### config.mk
export PLATFORM = sky130hd
export DESIGN_NAME = vid_timing_gen
export DESIGN_NICKNAME = d
export VERILOG_FILES = /design/src/rtl/vid_timing_gen_pkg.sv /design/src/rtl/vid_sync_cnt.sv /design/src/rtl/vid_timing_gen.sv
export SDC_FILE = /design/constraint.sdc
export NUM_CORES = 1
export LEC_CHECK = 0
export BUFFER_PORTS_ARGS = -buffer_cell sky130_fd_sc_hd__buf_2
export CORE_UTILIZATION = 53
export DETAILED_ROUTE_END_ITERATION = 7
export PLACE_DENSITY = 0.86
export SLEW_MARGIN = 40
export SYNTH_ARGS = -nofsm -noshare
export SYNTH_HDL_FRONTEND = slang
export SYNTH_SLANG_ARGS = --single-unit
export TNS_END_PERCENT = 10
### constraint.sdc
create_clock -name clk1x -period 3.2 [get_ports clk1x]
set_clock_uncertainty 0.15 [all_clocks]
set_input_delay 0.16 -clock clk1x [delete_from_list [all_inputs] [get_ports clk1x]]
set_output_delay 0.16 -clock clk1x [all_outputs]
set_load 0.02 [all_outputs]
### src/rtl/vid_timing_gen_pkg.sv
// Shared types, region helpers and colour-bar table for vid_timing_gen.
// Optional colour-bar generator is enabled with TEST_PATTERN_EN.
package vid_timing_gen_pkg;

  typedef enum logic {
    IDLE = 1'b0,
    RUN  = 1'b1
  } state_t;

  // Region boundaries; the active end value is exclusive
  function automatic int region_total(int s, int bp, int a, int fp);
    return s + bp + a + fp;
  endfunction

  function automatic int act_start(int s, int bp);
    return s + bp;
  endfunction

  function automatic int act_end(int s, int bp, int a);
    return s + bp + a;
  endfunction

  // {R,G,B} on/off per bar; bar 0 sits in the low bits
  localparam logic [23:0] BAR_TBL = {
    3'b000, 3'b001, 3'b100, 3'b101,
    3'b010, 3'b011, 3'b110, 3'b111
  };

  function automatic logic [2:0] bar_rgb(logic [2:0] idx);
    return BAR_TBL[int'(idx)*3 +: 3];
  endfunction

endpackage

### src/rtl/vid_sync_cnt.sv
// Horizontal/vertical position counters and region decode.
// Counters sit at zero whenever run is low.
module vid_sync_cnt
  import vid_timing_gen_pkg::*;
#(
  parameter int H_SYNC   = 40,
  parameter int H_BP     = 220,
  parameter int H_ACTIVE = 1280,
  parameter int H_FP     = 110,
  parameter int V_SYNC   = 5,
  parameter int V_BP     = 20,
  parameter int V_ACTIVE = 720,
  parameter int V_FP     = 5,
  parameter int CNT_W    = 12
) (
  input  logic             clk1x,
  input  logic             rst,
  input  logic             run,
  output logic [CNT_W-1:0] h_cnt,
  output logic [CNT_W-1:0] v_cnt,
  output logic             hs,
  output logic             vs,
  output logic             act
);

  localparam logic [CNT_W-1:0] H_LAST =
    CNT_W'(region_total(H_SYNC, H_BP, H_ACTIVE, H_FP) - 1);
  localparam logic [CNT_W-1:0] V_LAST =
    CNT_W'(region_total(V_SYNC, V_BP, V_ACTIVE, V_FP) - 1);
  localparam logic [CNT_W-1:0] H_SY = CNT_W'(H_SYNC);
  localparam logic [CNT_W-1:0] V_SY = CNT_W'(V_SYNC);
  localparam logic [CNT_W-1:0] H_AS = CNT_W'(act_start(H_SYNC, H_BP));
  localparam logic [CNT_W-1:0] H_AE =
    CNT_W'(act_end(H_SYNC, H_BP, H_ACTIVE));
  localparam logic [CNT_W-1:0] V_AS = CNT_W'(act_start(V_SYNC, V_BP));
  localparam logic [CNT_W-1:0] V_AE =
    CNT_W'(act_end(V_SYNC, V_BP, V_ACTIVE));

  logic h_act;
  logic v_act;

  always_ff @(posedge clk1x) begin
    if (rst || !run) begin
      h_cnt <= '0;
      v_cnt <= '0;
    end else if (h_cnt == H_LAST) begin
      h_cnt <= '0;
      v_cnt <= (v_cnt == V_LAST) ? '0 : v_cnt + 1'b1;
    end else begin
      h_cnt <= h_cnt + 1'b1;
    end
  end

  assign h_act = (h_cnt >= H_AS) && (h_cnt < H_AE);
  assign v_act = (v_cnt >= V_AS) && (v_cnt < V_AE);
  assign hs    = run && (h_cnt < H_SY);
  assign vs    = run && (v_cnt < V_SY);
  assign act   = run && h_act && v_act;

endmodule

### src/rtl/vid_timing_gen.sv
// Parametrised video timing generator with FIFO pixel path and underflow tracking.
// Define TEST_PATTERN_EN to add pat_sel and the 8-bar colour generator.
module vid_timing_gen
  import vid_timing_gen_pkg::*;
#(
  parameter int H_SYNC   = 40,
  parameter int H_BP     = 220,
  parameter int H_ACTIVE = 1280,
  parameter int H_FP     = 110,
  parameter int V_SYNC   = 5,
  parameter int V_BP     = 20,
  parameter int V_ACTIVE = 720,
  parameter int V_FP     = 5,
  parameter int HS_POL   = 1,
  parameter int VS_POL   = 1,
  parameter int COLOR_W  = 8,
  parameter int CNT_W    = 12
) (
  input  logic                 clk1x,
  input  logic                 rst,
  input  logic                 en,
  input  logic [3*COLOR_W-1:0] rgb_pixel,
  input  logic                 fifo_empty,
`ifdef TEST_PATTERN_EN
  input  logic                 pat_sel,
`endif
  output logic                 rd_start,
  output logic                 rd_fifo_en,
  output logic [COLOR_W-1:0]   po_vga_r,
  output logic [COLOR_W-1:0]   po_vga_g,
  output logic [COLOR_W-1:0]   po_vga_b,
  output logic                 po_de,
  output logic                 po_h_sync,
  output logic                 po_v_sync,
  output logic                 underflow,
  output logic [15:0]          underflow_cnt
);

  localparam logic [CNT_W-1:0] H_LAST =
    CNT_W'(region_total(H_SYNC, H_BP, H_ACTIVE, H_FP) - 1);
  localparam logic [CNT_W-1:0] V_LAST =
    CNT_W'(region_total(V_SYNC, V_BP, V_ACTIVE, V_FP) - 1);
  localparam logic HS_ON = (HS_POL != 0);
  localparam logic VS_ON = (VS_POL != 0);

  state_t               state;
  logic [CNT_W-1:0]     h_cnt;
  logic [CNT_W-1:0]     v_cnt;
  logic                 hs;
  logic                 vs;
  logic                 act;
  logic                 frame_end;
  logic                 hs1;
  logic                 vs1;
  logic                 act1;
  logic [3*COLOR_W-1:0] rgb;

  vid_sync_cnt #(
    .H_SYNC   (H_SYNC),
    .H_BP     (H_BP),
    .H_ACTIVE (H_ACTIVE),
    .H_FP     (H_FP),
    .V_SYNC   (V_SYNC),
    .V_BP     (V_BP),
    .V_ACTIVE (V_ACTIVE),
    .V_FP     (V_FP),
    .CNT_W    (CNT_W)
  ) u_cnt (
    .clk1x (clk1x),
    .rst   (rst),
    .run   (state == RUN),
    .h_cnt (h_cnt),
    .v_cnt (v_cnt),
    .hs    (hs),
    .vs    (vs),
    .act   (act)
  );

  assign frame_end = (h_cnt == H_LAST) && (v_cnt == V_LAST);

`ifdef TEST_PATTERN_EN
  localparam logic [CNT_W-1:0] H_AS = CNT_W'(act_start(H_SYNC, H_BP));
  localparam logic [CNT_W-1:0] BAR_LAST = CNT_W'(H_ACTIVE / 8 - 1);

  logic             pat_mode;
  logic [CNT_W-1:0] bar_pix;
  logic [2:0]       bar_idx;
  logic [2:0]       bar_c;

  // bar_pix/bar_idx describe the pixel the counters held one cycle ago
  always_ff @(posedge clk1x) begin
    if (rst) begin
      bar_pix <= '0;
      bar_idx <= '0;
    end else if (h_cnt == H_AS) begin
      bar_pix <= '0;
      bar_idx <= '0;
    end else if (bar_pix == BAR_LAST) begin
      bar_pix <= '0;
      bar_idx <= bar_idx + 1'b1;
    end else begin
      bar_pix <= bar_pix + 1'b1;
    end
  end

  assign bar_c = bar_rgb(bar_idx);
`endif

  always_ff @(posedge clk1x) begin
    if (rst) begin
      state    <= IDLE;
      rd_start <= 1'b0;
`ifdef TEST_PATTERN_EN
      pat_mode <= 1'b0;
`endif
    end else begin
      rd_start <= 1'b0;
      unique case (state)
        IDLE: begin
          if (en) begin
            state    <= RUN;
            rd_start <= 1'b1;
`ifdef TEST_PATTERN_EN
            pat_mode <= pat_sel;
`endif
          end
        end
        RUN: begin
          if (frame_end) begin
            if (en) begin
              rd_start <= 1'b1;
`ifdef TEST_PATTERN_EN
              pat_mode <= pat_sel;
`endif
            end else begin
              state <= IDLE;
            end
          end
        end
      endcase
    end
  end

  always_ff @(posedge clk1x) begin
    if (rst) begin
      hs1        <= 1'b0;
      vs1        <= 1'b0;
      act1       <= 1'b0;
      rd_fifo_en <= 1'b0;
    end else begin
      hs1        <= hs;
      vs1        <= vs;
      act1       <= act;
`ifdef TEST_PATTERN_EN
      rd_fifo_en <= act && !pat_mode;
`else
      rd_fifo_en <= act;
`endif
    end
  end

  // An empty FIFO during a pop yields a black pixel, de stays high
  always_ff @(posedge clk1x) begin
    if (rst) begin
      po_de     <= 1'b0;
      po_h_sync <= ~HS_ON;
      po_v_sync <= ~VS_ON;
      rgb       <= '0;
    end else begin
      po_de     <= act1;
      po_h_sync <= hs1 ? HS_ON : ~HS_ON;
      po_v_sync <= vs1 ? VS_ON : ~VS_ON;
      if (!act1) begin
        rgb <= '0;
`ifdef TEST_PATTERN_EN
      end else if (pat_mode) begin
        rgb <= {{COLOR_W{bar_c[2]}},
                {COLOR_W{bar_c[1]}},
                {COLOR_W{bar_c[0]}}};
`endif
      end else if (fifo_empty) begin
        rgb <= '0;
      end else begin
        rgb <= rgb_pixel;
      end
    end
  end

  always_ff @(posedge clk1x) begin
    if (rst) begin
      underflow     <= 1'b0;
      underflow_cnt <= '0;
    end else if (rd_fifo_en && fifo_empty) begin
      underflow <= 1'b1;
      if (underflow_cnt != 16'hFFFF) begin
        underflow_cnt <= underflow_cnt + 16'd1;
      end
    end
  end

  assign po_vga_r = rgb[3*COLOR_W-1:2*COLOR_W];
  assign po_vga_g = rgb[2*COLOR_W-1:COLOR_W];
  assign po_vga_b = rgb[COLOR_W-1:0];

endmodule

==> results of run 1 <==
## cell families after synthesis
logic type | after synthesis
compound gates | 56
xor+xnor | 14
fa+ha+maj | 7
buf+inv | 29
flops | 73
mux | 1
simple gates | 163
## cell usage after synthesis (7+ instances only)
library cell	count
sky130_fd_sc_hd__nand4_1	14
sky130_fd_sc_hd__clkbuf_1	12
sky130_fd_sc_hd__nor4_1	8
sky130_fd_sc_hd__nor3_1	10
sky130_fd_sc_hd__or3_1	8
sky130_fd_sc_hd__a21oi_1	21
sky130_fd_sc_hd__inv_1	10
sky130_fd_sc_hd__and3_1	7
sky130_fd_sc_hd__nor2b_1	7
sky130_fd_sc_hd__o21ai_0	12
sky130_fd_sc_hd__and2_1	27
sky130_fd_sc_hd__or4_1	8
sky130_fd_sc_hd__nand3_1	17
sky130_fd_sc_hd__o31ai_1	8
sky130_fd_sc_hd__ha_1	7
sky130_fd_sc_hd__nand2_1	19
sky130_fd_sc_hd__dfxtp_1	73
sky130_fd_sc_hd__nor2_1	22
sky130_fd_sc_hd__xor2_1	10
## layer usage
metal  vias up  track usage (%)  part of all wire (%)
li1       1411                -                     -
met1      1399             29.0                    39
met2       124             45.7                    53
met3        17             4.77                   5.4
met4         0             13.3                   2.7
met5         -                0                     0
## final cells by class
| cell class | count | share of cell area [%] |
|---|---|---|
| well taps | 72 | 2.31 |
| diodes | 1 | 0.0641 |
| repair buffers | 101 | 16.4 |
| flip-flops and latches | 73 | 37.4 |
| clock inverters | 6 | 1.09 |
| clock buffers | 10 | 3.27 |
| multi-input cells | 241 | 38.5 |
| inverters | 10 | 0.962 |
## where the power goes
| group | switching [mW] | leakage (nW) | internal [mW] |
|---|---|---|---|
| Combinational | 0.0305 | 0.921 | 0.0391 |
| Sequential | 0.00351 | 0.589 | 0.914 |
| Clock | 0.351 | 0.0827 | 0.283 |
| Total | 0.385 | 1.59 | 1.24 |
## worst min-delay path, delay by kind of cell
| kind | cells | cell delay, ns |
|---|---|---|
| AOI/OAI and AO/OA | 1 | 0.10 |
| and+or+nand+nor | 1 | 0.14 |
| buffers and inverters | 1 | 0.12 |
## flip-flops by register name (all words and copies together), names as in the netlist
name / flops
act1: 1
hs1: 1
po_de: 1
po_h_sync: 1
po_v_sync: 1
rd_start: 1
rgb: 24
state: 1
u_cnt.h_cnt: 12
u_cnt.v_cnt: 12
underflow: 1
underflow_cnt: 16
vs1: 1
## worst max path at each step
stage,endpoint,slack (ns),depth (start not counted)
finish,u_cnt.v_cnt[9]$_SDFFE_PP0N_,0.70,4
detailed placement,u_cnt.v_cnt[6]$_SDFFE_PP0N_,0.71,4
global route,u_cnt.v_cnt[11]$_SDFFE_PP0N_,0.64,4
floorplan,u_cnt.v_cnt[9]$_SDFFE_PP0N_,0.87,5
CTS,u_cnt.v_cnt[6]$_SDFFE_PP0N_,0.71,4
global placement,u_cnt.v_cnt[9]$_SDFFE_PP0N_,0.80,4
==> run summary, run 1 <==
The clock-pin slew on the worst setup and hold paths is ~0.08 ns. The cell with the most instances on the worst path is sky130_fd_sc_hd__or4_4. The area added between synthesis and finish is 25.4%. The classification of the worst-slack hold path is in -> reg. The number of iterations in the first detailed-routing pass is 6. Hold is met by around 0.074 ns. The number of placed instances, taps included is ~470. The wire length of the first global-routing pass came out at 12200 um.

In the final layout, flip-flops and latches occupy between 0.001 and 0.0015 mm^2. Across every metal layer, demand over resource in global routing totals between 20 and 30%. The routed wire length came out at between 7000 and 8000 um. In the synthesized netlist the async set-or-reset flop fraction comes to 0%. The instance count along the most critical hold path came out at 3.

The worst path arrival time is 2.62 ns. The startpoint of the most critical hold path is fifo_empty. The post-cts sizing count came out at 0. The post-synthesis share of cell area spent on and, or, nand and nor gates is between 30% and 40%. Broken down by cell family, the worst path's largest delay share belongs to simple AND/OR/NAND/NOR gates. The total count of max-transition violations in the final report is 0.

The insertion delay of the later-clocked pin in the worst-skew pair is roughly 0.35 ns. Of the post-synthesis cell area, the dominant cell type holds between 40 and 50%. The final net count is 471. When the netlist entered floorplanning its net count stood at ~380. For this run, the leading register cell type out of synthesis is sky130_fd_sc_hd__dfxtp_1.

The number of cells in the finished layout apart from fillers came out at 514. In this run the standard cell core region covers roughly 0.0056 mm^2. The remaining global-route overflow is 0. The share of the clock period used by the worst path is 78.2%. The vertical extent of the die came out at slightly below 80 um. The arithmetic-cell share of the synthesized area counting full adders, half adders and majority gates is roughly 2.8%. For this block, the initial DRC count from the detailed router was around 290. The area occupied by multi-input gates came out at 0.00150 mm^2.

Of the cells placed in the final design, the portion with a size suffix greater than 1 is ~22%. STA classifies the critical path endpoint as a register. In this run the critical register-to-register path is captured at u_cnt.v_cnt[9]$_SDFFE_PP0N_. The post-route standard cell area excluding fillers is 0.00390 mm^2. The netlist area before placement came out at around 0.0031 mm^2. The horizontal extent of the die is between 70 and 80 um. In this run the post-CTS setup repair buffer count came out at 0. The leakage power total came out at approximately 1.6 nW. The total placed instance area is roughly 0.0035 mm^2.

The die outline area came out at between 0.006 and 0.007 mm^2. The worst IR drop on VDD came out at 0.246 mV. The starting density of the core came out at 55.8%. The root buffer cell chosen for the clock tree is sky130_fd_sc_hd__clkbuf_8.

By area, the combinational part of the netlist is dominated by simple AND/OR/NAND/NOR gates. The clock buffer count from CTS came out at 9. The count of final hold-check violations is 0. On the critical path, the stage with the largest delay is an instance of sky130_fd_sc_hd__or4_4. The count of fill cells added during filler insertion is around 430.

The synthesized instance count came out at between 300 and 400. In this run the count of I/O pins placed on the die edge is 74. The first element of the critical path is u_cnt.h_cnt[2]$_SDFF_PP0_. The sequential share of the synthesized area came out at between 40% and 50%. The via count of the first global-routing pass came out at between 2000 and 3000. The deepest clock path buffer count is 2. The pre-CTS setup slack is just over 0.7 ns. The maximum net fanout on the critical path came out at 14. The utilization of the core after routing is roughly 70%. Leaving out fill and tap cells, the most frequent cells in the layout are sky130_fd_sc_hd__dfxtp_1 (73), sky130_fd_sc_hd__buf_2 (73), sky130_fd_sc_hd__and2_1 (27). In the post-synthesis netlist, the biggest area contributors are sky130_fd_sc_hd__dfxtp_1 (47%), sky130_fd_sc_hd__and2_1 (5.4%), sky130_fd_sc_hd__a21oi_1 (3.4%).

The synthesized netlist devotes a little over a tenth of its cell area to compound gates. The number of max-cap violations came out at 0. The count of buffers from port buffering came out at 73. Detailed routing inserted a total of slightly below 3000 vias. For the pin with the worst max-slew slack, the measured transition is roughly 0.64 ns.

The post-synthesis cell type count is 48. Of all cell types, the one taking the most synthesized area is sky130_fd_sc_hd__dfxtp_1. The number of sinks driven by the clock tree came out at between 70 and 80.

The final number of setup-violating endpoints came out at 0. The worst register-to-register path begins at u_cnt.h_cnt[2]$_SDFF_PP0_. The power per unit of standard cell area came out at about 420 mW/mm^2. Using the TritonRoute via totals, the vias-per-cell ratio works out to between 5 and 6. The number of hold buffers added after CTS came out at 25.

The maximum number of pins on one net before global-route repair came out at 27. The initial antenna violation count came out at 0. The achievable frequency came out at ~0.4 GHz. The worst stage delay on the critical path came out at approximately 0.63 ns.

The average footprint of a synthesized cell is around 9.1 um^2. The congestion estimate from routability-driven global placement came to just over 0.8. Summed over all failing endpoints, the final setup total negative slack is 0 ns. The flip-flop and latch count after synthesis is 73. The relative max-transition margin came out at 57.2%.

In the final routed layout, each cell accounts on average for around 15 um. Setup repair after global routing left no endpoint under its margin. The number of nets still failing antenna checks after routing came out at 0.

The worst reg2reg path depth came out at 4. The synthesis warning total is 0. The path with the worst hold slack has its endpoint at underflow_cnt[1]$_SDFFE_PP0P_. The mux cell area share after synthesis is less than 1%. The worst-case setup margin in the final layout is 0.699 ns.

The flow ran to the end, and the final reports show no timing, DRC or antenna violations. The critical path contains buffers and inverters numbering 0 combined. The slack of the worst reg-to-reg path came out at 0.70 ns. Power comes to between 1.5 and 2 mW.

The remaining routing DRC violations came out at 0. The worst setup path is launched from a register. The number of levels the H-tree was split into is 3. Of the total synthesized cell area, the portion taken by XOR and XNOR cells is 3.94%.

At the worst endpoint, the required time is ~3.3 ns. The TritonCTS clock tree is built. The signal on the critical path passes through or4_4 > or4_4 > or4_1 > a21oi_1. The count of standard-cell rows is 27. By startpoint and endpoint, the worst setup path is classified as reg -> reg. Counting flops with a built-in enable in the synthesized netlist gives 0. The HPWL after detailed placement is between 4000 and 5000 um. The minimum period implied by the final worst setup slack is between 2 and 3 ns.
Note: power is estimated with default switching activity, not from simulation.
==> run 2, diff against run 1 <==
- ABC_AREA: not set -> 1
- CORE_UTILIZATION: 53 -> 54
- clock period: 3.2 -> 2.6 ns (I/O delays scaled with it)
==> run summary, run 2 <==
Result of the run: completed (unchanged). The final number of setup-violating endpoints came to 0 (unchanged). The global-route total usage across every layer came out at 26.9% (was 25.7%). The category of the most critical setup path was reg -> reg (unchanged).

The sort of element at the start of the critical path is a register (unchanged). The total count of max-transition violations in the final report is 0 (unchanged). The post-detailed-route via-to-cell ratio was 5.13 (was 5.74). The worst path arrival time is 2.18 ns (was 2.62 ns). The worst-case setup margin in the final layout is 0.511 ns (was 0.699 ns).

The pre-CTS setup slack was 0.566 ns (was 0.714 ns). The clock buffer count from CTS is 9 (unchanged). The leakage power total is 1.86 nW (was 1.59 nW).

The post-detailed-route wirelength per cell is 12.9 um (was 15.4 um). The final estimated routing congestion in global placement is 0.908 (was 0.828). The total placed instance area came out at 0.00376 mm^2 (was 0.00348 mm^2). Largest registers: rgb (24), underflow_cnt (16) (unchanged). The prevailing post-synth register cell is sky130_fd_sc_hd__dfxtp_1 (unchanged). The synthesized instance count is 474 (was 343). The TritonCTS clock tree is built (unchanged).

The root cell of the clock tree is sky130_fd_sc_hd__clkbuf_8 (unchanged). The wire length the detailed router placed on met1 was 3360 um (was 3070 um). The die outline area is 0.00655 mm^2 (was 0.00618 mm^2). Most frequent cells in the layout: sky130_fd_sc_hd__nand2_1 (117), sky130_fd_sc_hd__nor2_1 (78), sky130_fd_sc_hd__dfxtp_1 (73), sky130_fd_sc_hd__buf_2 (73), sky130_fd_sc_hd__inv_1 (72) (was sky130_fd_sc_hd__dfxtp_1 (73), sky130_fd_sc_hd__buf_2 (73), sky130_fd_sc_hd__and2_1 (27)). The most frequent standard cell in the layout excluding fill and tap cells is sky130_fd_sc_hd__nand2_1.

The capturing element type of the critical path was a register (unchanged). The number of max-cap violations is 0 (unchanged). The count of vias placed by the detailed router was 3356 (was 2951). The detailed route wirelength on metal2 came out at 4310 um (was 4200 um). The count of buffers from port buffering was 73 (unchanged). The flip-flop and latch count after synthesis came out at 73 (unchanged). The post-route standard cell area excluding fillers was 0.00420 mm^2 (was 0.00390 mm^2). The remaining global-route overflow came to 0 (unchanged). The core box area is 0.00596 mm^2 (was 0.00557 mm^2). The cell with the largest stage delay on the worst path is sky130_fd_sc_hd__dfxtp_1 (was sky130_fd_sc_hd__or4_4). The violation count after the first detailed-route iteration came to 143 (was 293). The register with the most flip-flops is rgb (unchanged). The deepest clock path buffer count is 2 (unchanged). The power per unit of standard cell area is 496 mW/mm^2 (was 415 mW/mm^2).

The count of standard-cell rows is 28 (was 27). The most used standard cell by instance count after synthesis is sky130_fd_sc_hd__nand2_1 (was sky130_fd_sc_hd__dfxtp_1). The number of iterations in the first detailed-routing pass is 4 (was 6).

The achievable frequency is 0.479 GHz (was 0.400 GHz). The maximum net fanout on the critical path was 15 (was 14). The worst stage delay on the critical path is 0.42 ns (was 0.63 ns).

The relative max-transition margin came out at 51.1% (was 57.2%). The final antenna diode count is 0 (was 1). The number of sinks driven by the clock tree came to 73 (unchanged). The cell with the most instances on the worst path is sky130_fd_sc_hd__nand2_1 (was sky130_fd_sc_hd__or4_4). The horizontal extent of the die came out at 80.9 um (was 78.6 um).

The post-synthesis cell type count is 30 (was 48). The worst IR drop on VDD is 0.406 mV (was 0.246 mV). The number of flops mapped to enable cells by yosys was 0 (unchanged). The final net count was 609 (was 471).

The wire length of the first global-routing pass was 13400 um (was 12200 um). The count of final hold-check violations came out at 0 (unchanged). The sequential share of the synthesized area is 43.5% (was 47.0%). The netlist area before placement is 0.00336 mm^2 (was 0.00311 mm^2). The maximum number of pins on one net before global-route repair is 25 (was 27).

The classification of the worst-slack hold path is in -> reg (unchanged). The starting density of the core came out at 56.4% (was 55.8%). The share of synthesized registers carrying an async set or reset was 0% (unchanged). The number of levels the H-tree was split into is 3 (unchanged). RSZ-0062 raised after global routing: false (unchanged). The minimum period implied by the final worst setup slack came to 2.09 ns (was 2.50 ns).

The number of nets still failing antenna checks after routing was 0 (unchanged). The final total negative setup slack came out at 0 ns (unchanged). The utilization of the core after routing is 70.6% (was 70.0%). The cell type with the highest aggregate area in the netlist is sky130_fd_sc_hd__dfxtp_1 (unchanged). The initial antenna violation count was 0 (unchanged). The top layer reached by signal wires is met4 (unchanged).

The via count of the first global-routing pass was 3096 (was 2597). The fraction of layout cells with a size suffix above 1 is 19.3% (was 22.4%). The area added between synthesis and finish came to 25.0% (was 25.4%). The total met3 wirelength after detailed routing came out at 454 um (was 424 um). The top-area cell type share of the netlist area is 43.5% (was 47.0%). The clock-pin slew on the worst setup and hold paths was 0.09 ns (was 0.08 ns). The synthesis warning total came out at 0 (unchanged). The half-perimeter wire length of the detailed placement result is 5370 um (was 4960 um). The transition time of the tightest slew-check pin came out at 0.732 ns (was 0.636 ns).

The number of flip-flops in the largest register came to 24 (unchanged). Cell Chain, Critical Path: ha_1 > inv_1 > nor2_1 > nand2_1 > nor2_4 > inv_2 > nand2_1 > o21ai_0 (was or4_4 > or4_4 > or4_1 > a21oi_1). The insertion delay of the later-clocked pin in the worst-skew pair is 0.36 ns (was 0.35 ns).

The routed wire length is 8420 um (was 7910 um). The remaining routing DRC violations came out at 0 (unchanged). Commonest cells post-synth: sky130_fd_sc_hd__nand2_1 (117), sky130_fd_sc_hd__nor2_1 (78), sky130_fd_sc_hd__dfxtp_1 (73), sky130_fd_sc_hd__inv_1 (72), sky130_fd_sc_hd__nand3_1 (26) (was sky130_fd_sc_hd__dfxtp_1 (73), sky130_fd_sc_hd__and2_1 (27), sky130_fd_sc_hd__nor2_1 (22), sky130_fd_sc_hd__a21oi_1 (21), sky130_fd_sc_hd__nand2_1 (19)).

The count of pins on the block boundary came out at 74 (unchanged). The vertical extent of the die came out at 80.9 um (was 78.6 um). The share of the clock period used by the worst path came out at 80.4% (was 78.2%). Dominant cells by area after synthesis: sky130_fd_sc_hd__dfxtp_1 (43%), sky130_fd_sc_hd__nand2_1 (13%), sky130_fd_sc_hd__nor2_1 (8.7%) (was sky130_fd_sc_hd__dfxtp_1 (47%), sky130_fd_sc_hd__and2_1 (5.4%), sky130_fd_sc_hd__a21oi_1 (3.4%)). The average footprint of a synthesized cell was 7.09 um^2 (was 9.07 um^2). The required time at the endpoint of the critical path came out at 2.69 ns (was 3.32 ns). The net count of the mapped netlist is 509 (was 378).
==> run 2: cell types whose count changed in the layout (fill, tap and decap cells not counted), moves of 9 or more <==
cell | before | now
sky130_fd_sc_hd__nand2_1 | 19 | 117
sky130_fd_sc_hd__inv_1 | 10 | 72
sky130_fd_sc_hd__nor2_1 | 22 | 78
sky130_fd_sc_hd__and2_1 | 27 | 1
sky130_fd_sc_hd__a21oi_2 | 0 | 9
sky130_fd_sc_hd__nand3_1 | 17 | 26
==> run 2: worst paths after layout <==
kind	start	end	slack, ns	depth (start not counted)
worst min-delay path	rst	underflow_cnt[8]$_SDFFE_PP0P_	0.05	2
worst max-delay path	u_cnt.h_cnt[0]$_SDFF_PP0_	u_cnt.v_cnt[1]$_SDFFE_PP0N_	0.51	8
worst max register to register	u_cnt.h_cnt[0]$_SDFF_PP0_	u_cnt.v_cnt[1]$_SDFFE_PP0N_	0.51	8
worst min register to register	vs1$_SDFF_PP0_	po_v_sync$_SDFF_PP0_	0.26	2
==> run 2: power breakdown <==
group | switching, mW | internal [mW] | total [mW]
sequential | 0.00450 | 1.12 | 1.13
clock | 0.495 | 0.366 | 0.861
combinational | 0.0462 | 0.0508 | 0.0970
total | 0.546 | 1.54 | 2.09
==> run 2: area by class of cell <==
type	instances	area [um^2]
Sequential cell	73	1460
Fill cell	464	1750
Inverter	75	282
Tap cell	75	93.8
Clock buffer	9	124
Timing Repair Buffer	98	616
Clock inverter	7	63.8
Multi-Input combinational cell	317	1560
==> run 2: cell families after synthesis <==
| kind of cell | after synthesis | synth area share (%) |
|---|---|---|
| simple gates | 253 | 32.2 |
| xor+xnor | 12 | 3.13 |
| flops | 73 | 43.5 |
| buf+inv | 84 | 10.0 |
| compound gates | 45 | 8.52 |
| fa+ha+maj | 7 | 2.61 |
==> run 2: what timing repair did <==
item / CTS / global route
gates resized for setup: 0 / 0
buffers inserted: 0 / 0
endpoints found under the hold margin: 26 / 0
hold buffers: 25 / 0
==> run 2: layer usage <==
layer	track usage, %	up-vias
li1	-	1662
met1	29.5	1532
met2	47.0	131
met3	5.62	31
met4	16.8	0
met5	0	-
==> run 2: metrics by stage <==
stage               power, mW  hold slack, ns  instances
floorplan                1.19          0.0922        474
global placement         1.22           0.192        613
detailed placement       1.22           0.199        613
CTS                      2.09          0.0508        654
global route             2.15          0.0673        654
finish                   2.09          0.0504        654
==> run 2: critical path: cells and delay by family, from the launching register on <==
| kind | cells | cell delay (ns) |
|---|---|---|
| flops | 1 | 0.42 |
| simple gates | 4 | 0.84 |
| fa+ha+maj | 1 | 0.18 |
| compound gates | 1 | 0.13 |
| buf+inv | 2 | 0.24 |
